## config.mk

```make
export PLATFORM = sky130hd
export DESIGN_NAME = unidade_busca
export DESIGN_NICKNAME = d
export VERILOG_FILES = /design/src/rtl/unidade_busca_pkg.sv /design/src/rtl/unidade_busca_contador_pc.sv /design/src/rtl/unidade_busca.sv
export SDC_FILE = /design/constraint.sdc
export NUM_CORES = 1
export LEC_CHECK = 0
export BUFFER_PORTS_ARGS = -buffer_cell sky130_fd_sc_hd__buf_2
export CAP_MARGIN = 10
export CORE_UTILIZATION = 51
export CTS_CLUSTER_SIZE = 14
export DETAILED_ROUTE_END_ITERATION = 6
export GPL_TIMING_DRIVEN = 1
export HOLD_SLACK_MARGIN = 0.12
export PLACE_DENSITY_LB_ADDON = 0.08
export SLEW_MARGIN = 25
export SYNTH_ARGS = -nofsm -noshare
export SYNTH_HDL_FRONTEND = slang
export SYNTH_HIERARCHICAL = 1
export SYNTH_SLANG_ARGS = --single-unit
```

## constraint.sdc

```tcl
create_clock -name Clock -period 4.74 [get_ports Clock]
set_input_delay 0 -clock Clock [delete_from_list [all_inputs] [get_ports Clock]]
set_output_delay 0 -clock Clock [all_outputs]
set_load 0.01 [all_outputs]
```

## src/rtl/unidade_busca_pkg.sv

```systemverilog
// unidade_busca_pkg
// Shared definitions for the fetch/step-sequencing stage and the control unit
// that sits downstream of it: fetch FSM encoding, Tstep values, opcodes.
package unidade_busca_pkg;

  // Fetch/sequencing FSM states.
  typedef enum logic [2:0] {
    IDLE   = 3'd0,
    F_ADDR = 3'd1,
    F_WAIT = 3'd2,
    F_LOAD = 3'd3,
    EXEC   = 3'd4
  } state_t;

  // Step counter values presented to the control unit.
  localparam logic [1:0] T0 = 2'b00;
  localparam logic [1:0] T1 = 2'b01;
  localparam logic [1:0] T2 = 2'b10;
  localparam logic [1:0] T3 = 2'b11;

  // Opcode field (IR[8:6]) shared with the control unit.
  localparam logic [2:0] OP_MV   = 3'b000;
  localparam logic [2:0] OP_MVT  = 3'b001;
  localparam logic [2:0] OP_ADD  = 3'b010;
  localparam logic [2:0] OP_SUB  = 3'b011;
  localparam logic [2:0] OP_LD   = 3'b100;
  localparam logic [2:0] OP_ST   = 3'b101;
  localparam logic [2:0] OP_AND  = 3'b110;
  localparam logic [2:0] OP_MVNZ = 3'b111;

  // Wait counter holds MEM_LAT, which is limited to 1..3.
  localparam int WAIT_W = 2;
  localparam logic [WAIT_W-1:0] WAIT_ONE = 2'd1;

endpackage

```

## src/rtl/unidade_busca_contador_pc.sv

```systemverilog
// contador_pc
// Program counter with synchronous load and increment. Load has priority
// over increment; increment wraps from 2^ADDR_W-1 back to 0.
// Ports:
//   Clock, Resetn  - clock, synchronous active-low reset
//   load, load_val - load PC with load_val
//   incr           - PC <= PC + 1 (ignored when load is high)
//   pc             - current PC
module contador_pc #(
  parameter int ADDR_W   = 7,
  parameter int PC_RESET = 0
) (
  input  logic              Clock,
  input  logic              Resetn,
  input  logic              load,
  input  logic [ADDR_W-1:0] load_val,
  input  logic              incr,
  output logic [ADDR_W-1:0] pc
);

  logic [ADDR_W-1:0] pc_q;
  logic [ADDR_W-1:0] pc_d;

  // Next PC: load beats increment; wrap comes from the fixed width.
  always_comb begin
    pc_d = pc_q;
    if (load) begin
      pc_d = load_val;
    end else if (incr) begin
      pc_d = pc_q + {{(ADDR_W-1){1'b0}}, 1'b1};
    end else begin
      pc_d = pc_q;
    end
  end

  // PC register.
  always_ff @(posedge Clock) begin
    if (!Resetn) begin
      pc_q <= ADDR_W'(PC_RESET);
    end else begin
      pc_q <= pc_d;
    end
  end

  assign pc = pc_q;

endmodule

```

## src/rtl/unidade_busca.sv

```systemverilog
// unidade_busca
// Instruction fetch and step sequencer in front of the control unit. Fetches
// the word at PC into IR (waiting MEM_LAT cycles for the synchronous memory),
// then counts Tstep 01..11 while the control unit executes. The control unit
// drives ADDR/DOUT/PC and write requests back through this block.
// Ports:
//   Clock, Resetn          - clock, synchronous active-low reset
//   Run                    - rising edge starts execution; held high keeps going
//   Clear, IncrPc, PcIn    - control unit sequencing / PC controls
//   ADDRin, DOUTin, W_D    - control unit memory access requests (EXEC only)
//   BusWires, MemData      - processor bus and memory read data
//   Addr, Dout, MemWr      - memory address, write data, write strobe
//   Instrucao, Tstep, Pc   - IR, step count and PC to the control unit
//   Busy                   - high whenever the FSM is not IDLE
module unidade_busca
  import unidade_busca_pkg::*;
#(
  parameter int DATA_W   = 16,
  parameter int ADDR_W   = 7,
  parameter int INSTR_W  = 9,
  parameter int MEM_LAT  = 1,
  parameter int PC_RESET = 0
) (
  input  logic               Clock,
  input  logic               Resetn,
  input  logic               Run,
  input  logic               Clear,
  input  logic               IncrPc,
  input  logic               PcIn,
  input  logic               ADDRin,
  input  logic               DOUTin,
  input  logic               W_D,
  input  logic [DATA_W-1:0]  BusWires,
  input  logic [DATA_W-1:0]  MemData,
  output logic [ADDR_W-1:0]  Addr,
  output logic [DATA_W-1:0]  Dout,
  output logic               MemWr,
  output logic [INSTR_W-1:0] Instrucao,
  output logic [1:0]         Tstep,
  output logic [ADDR_W-1:0]  Pc,
  output logic               Busy
);

  state_t             state_q, state_d;
  logic               run_d_q, run_d_d;
  logic [ADDR_W-1:0]  addr_q, addr_d;
  logic [DATA_W-1:0]  dout_q, dout_d;
  logic [INSTR_W-1:0] ir_q, ir_d;
  logic [1:0]         tstep_q, tstep_d;
  logic               mem_wr_q, mem_wr_d;
  logic               busy_q, busy_d;
  logic [WAIT_W-1:0]  wait_q, wait_d;
  logic               pc_load_s;
  logic               pc_incr_s;
  logic [ADDR_W-1:0]  pc_s;

  // Only the instruction field of the memory word is used by the fetch.
  logic unused_mem_s;
  assign unused_mem_s = ^MemData[DATA_W-1:INSTR_W];

  contador_pc #(
    .ADDR_W  (ADDR_W),
    .PC_RESET(PC_RESET)
  ) u_pc (
    .Clock   (Clock),
    .Resetn  (Resetn),
    .load    (pc_load_s),
    .load_val(BusWires[ADDR_W-1:0]),
    .incr    (pc_incr_s),
    .pc      (pc_s)
  );

  // Next-state and register-update logic for the fetch/step FSM.
  always_comb begin
    state_d   = state_q;
    run_d_d   = Run;
    addr_d    = addr_q;
    dout_d    = dout_q;
    ir_d      = ir_q;
    tstep_d   = T0;
    mem_wr_d  = 1'b0;
    wait_d    = wait_q;
    pc_incr_s = 1'b0;

    // PcIn may redirect the PC in any active state, even mid-fetch.
    if (state_q != IDLE) begin
      pc_load_s = PcIn;
    end else begin
      pc_load_s = 1'b0;
    end

    case (state_q)
      IDLE: begin
        if (Run && !run_d_q) begin
          state_d = F_ADDR;
        end else begin
          state_d = IDLE;
        end
      end
      F_ADDR: begin
        addr_d  = pc_s;
        wait_d  = WAIT_W'(MEM_LAT);
        state_d = F_WAIT;
      end
      F_WAIT: begin
        wait_d = wait_q - WAIT_ONE;
        // Leave after exactly MEM_LAT cycles here.
        if (wait_q <= WAIT_ONE) begin
          state_d = F_LOAD;
        end else begin
          state_d = F_WAIT;
        end
      end
      F_LOAD: begin
        ir_d      = MemData[INSTR_W-1:0];
        pc_incr_s = 1'b1;
        tstep_d   = T1;
        state_d   = EXEC;
      end
      EXEC: begin
        pc_incr_s = IncrPc;
        mem_wr_d  = W_D;
        if (ADDRin) begin
          addr_d = BusWires[ADDR_W-1:0];
        end else begin
          addr_d = addr_q;
        end
        if (DOUTin) begin
          dout_d = BusWires;
        end else begin
          dout_d = dout_q;
        end
        if (Clear) begin
          tstep_d = T0;
          if (Run) begin
            state_d = F_ADDR;
          end else begin
            state_d = IDLE;
          end
        end else begin
          // Saturate at T3 for instructions needing no further steps.
          if (tstep_q == T3) begin
            tstep_d = T3;
          end else begin
            tstep_d = tstep_q + 2'd1;
          end
          state_d = EXEC;
        end
      end
      default: begin
        state_d = IDLE;
      end
    endcase

    busy_d = (state_d != IDLE);
  end

  // State and datapath registers; reset overrides everything, including
  // a write strobe that would otherwise fire on this edge.
  always_ff @(posedge Clock) begin
    if (!Resetn) begin
      state_q  <= IDLE;
      run_d_q  <= 1'b0;
      addr_q   <= {ADDR_W{1'b0}};
      dout_q   <= {DATA_W{1'b0}};
      ir_q     <= {INSTR_W{1'b0}};
      tstep_q  <= T0;
      mem_wr_q <= 1'b0;
      busy_q   <= 1'b0;
      wait_q   <= {WAIT_W{1'b0}};
    end else begin
      state_q  <= state_d;
      run_d_q  <= run_d_d;
      addr_q   <= addr_d;
      dout_q   <= dout_d;
      ir_q     <= ir_d;
      tstep_q  <= tstep_d;
      mem_wr_q <= mem_wr_d;
      busy_q   <= busy_d;
      wait_q   <= wait_d;
    end
  end

  assign Addr      = addr_q;
  assign Dout      = dout_q;
  assign MemWr     = mem_wr_q;
  assign Instrucao = ir_q;
  assign Tstep     = tstep_q;
  assign Pc        = pc_s;
  assign Busy      = busy_q;

endmodule

```

==> flow_summary.ini <==
[yosys]
synth_mux_area_frac = 0.00959
synth_top_family_by_area = simple AND/OR/NAND/NOR gates
synthArstFlopShare = 0
yosys-top-cells-area = dfxtp_1, o21ai_0, nand2_1, nand3_1, nor3_1
synthSimpleGateAreaFrac = 0.281
postSynthNetCount = 298
yosysWarnings = 6
yosysTopAreaCell = dfxtp_1
syn-cell-area_sq_um = 2090
synth_cells = 255
synth.top_cell.area_share = 0.470
synth_edf_count = 0
synth_compound_area_frac = 0.151
synth_xor_area_frac = 0.0210
synth_cell_types = 40
yosys_register_bits = 49
syn_avg_cell_area_sq_um = 8.18
synthFlopType = dfxtp_1
yosysSeqAreaShare = 0.470
synth_adder_area_share = 0.0120

[worst_hold_path]
hp-class = primary input to flip-flop
hold_path_depth = 4

[drt]
post_drt_wl_per_cell_microns = 12.4
vias = 2034
drt-vias-per-instance = 5.14
ant_nets = 0
initialDrtViolationCount = 141
wl_microns = 4920
drc = 0
drtPass1Iterations = 4

[sta]
worst_slew_pin_slew_ns = 0.762
skew_ns = 0.00850
rsz0062_at_grt = false
finalMaxSlewViolations = 0
fmax_mhz = 440
min_period_over_period = 0.479
setup_viol = 0
layout_setup_ws_ns = 2.47
hold_slack_ns = 0.280
setup_tns_ns = 0
max-slew-margin-rel = 0.492
fin_crit_ns = 2.27
report.final.hold_viol_count = 0

[worst_setup_path]
crit_fanout = 18
crit_required_ns = 4.96
cp-start-kind = flip-flop
worst_r2r_path_depth = 5
cp.arrival_ns = 2.49
critPathKind = flip-flop to flip-flop
cp-end-kind = flip-flop

[place]
dp_cells = 361
place_ws_ns = 2.50
io_buffers = 76
gp_congestion = 0.794
post-dp-hpwl_microns = 3180
placed_cell_area_sq_um = 2440

[floorplanning]
fp.dieW_microns = 66.0
io_pins = 84
start_util = 0.549
core_sq_um = 3800
die_area_sq_um = 4350
rows = 22
die_y_microns = 66.0

[run_status]
status = completed

[clock_network]
cts_sinks = 49
clkSlewWorstSetupHoldPaths_ns = 0.09
cts_tree = yes
numCtsBuffers = 5
max-clock-path-buffers = 2
insertion_delay_ns = 0.29
root_buffer = clkbuf_8
cts_setup_buffers = 0
cts_max_level = 2

[global_routing]
grt_pass1_vias = 1804
grt_pass1_wl_microns = 8040
antenna_found_initial = 0
grt_max_degree = 51
grt_usage = 0.241
grt-ovfl-total = 0

[power_and_ir_drop]
power.total_mw = 0.899
leakagePower_nw = 1.22
ir_drop_mv = 0.254
powerDensity_nw_per_um2 = 320

[finish]
final_core_utilization = 0.739
fin_nets = 391
finalInstanceArea_sq_um = 2810
fillers = 301
syn2layout_area_growth_pct = 34.6
drive_gt1_frac = 0.256
diodes = 0
final_cells = 396

[job]
drv_cap = 0
## layout make-up
type / count / area (sq um) / share of cell area
Tap cell: 48 / 60.1 / 0.0214
Sequential cell: 49 / 981 / 0.349
Clock buffer: 6 / 82.6 / 0.0294
Inverter: 7 / 26.3 / 0.00935
Multi-Input combinational cell: 181 / 991 / 0.353
Timing Repair Buffer: 104 / 661 / 0.235
Clock inverter: 1 / 7.51 / 0.00267
## worst max-delay path, cell delays in order, from the launching register on
cell	delay [ns]
dfxtp_1	0.70
nand3b_1	0.47
nand2_1	0.37
nand3_1	0.14
or3_1	0.36
a31oi_1	0.16
## state kept, by name (all words and copies together) (netlist names)
| name | flops |
|---|---|
| Busy | 1 |
| run_d_q | 1 |
| Dout | 16 |
| state_q | 3 |
| wait_q | 2 |
| Addr | 7 |
| Instrucao | 9 |
| u_pc/pc | 7 |
| MemWr | 1 |
| Tstep | 2 |
## routing by layer
layer  GRT usage  share of wire
met1       0.299           0.46
met2       0.416           0.48
met3      0.0569          0.056
met4      0.0638         0.0035
met5           0              0
## synth_stat cells, types with 4 or more instances
cell type,number
buf_2,4
nand2_1,40
a21oi_1,13
nand3_1,21
o21ai_0,32
inv_1,7
dfxtp_1,49
nor4_1,7
clkbuf_1,10
nand2b_1,5
nor2_1,11
nor3_1,16
## report_power, final
group	leakage [nW]	internal [mW]	total (mW)	switching, mW
sequential	0.398	0.441	0.478	0.0364
clock	0.0433	0.115	0.246	0.131
combinational	0.782	0.0866	0.175	0.0886
## cells by family after synthesis
family                     Yosys count
DFF                                 49
adders and majority gates            2
buffers and inverters               25
AOI/OAI and AO/OA                   56
xor gates and xnor gates             5
muxes                                2
and+or+nand+nor                    116
## path summary, 6_finish.rpt
check                             startpoint           end  slack, ns
worst min-delay path                    PcIn    u_pc/pc[2]       0.28
worst max register to register    state_q[1]    u_pc/pc[6]       2.47
worst max-delay path              state_q[1]    u_pc/pc[6]       2.47
worst min register to register  Instrucao[6]  Instrucao[6]       0.45
## what timing repair did
item                                   4_1_cts  5_1_grt
resized for setup                            0        0
hold buffers                                28        0
endpoints found under the hold margin       45        0
## layout by cell type, fill, tap and decap left out, types with 5 or more instances in the layout
cell type	synthesis	routed
a21oi_1	13	13
o21ai_0	32	32
nor4_1	7	7
nor3_1	16	16
buf_2	4	76
dfxtp_1	49	49
nand3_1	21	21
clkbuf_8	0	6
nor2_1	11	11
dlygate4sd3_1	0	28
nand2_1	40	40
inv_1	7	7
nand2b_1	5	5
(Power assumes the default switching activity.)
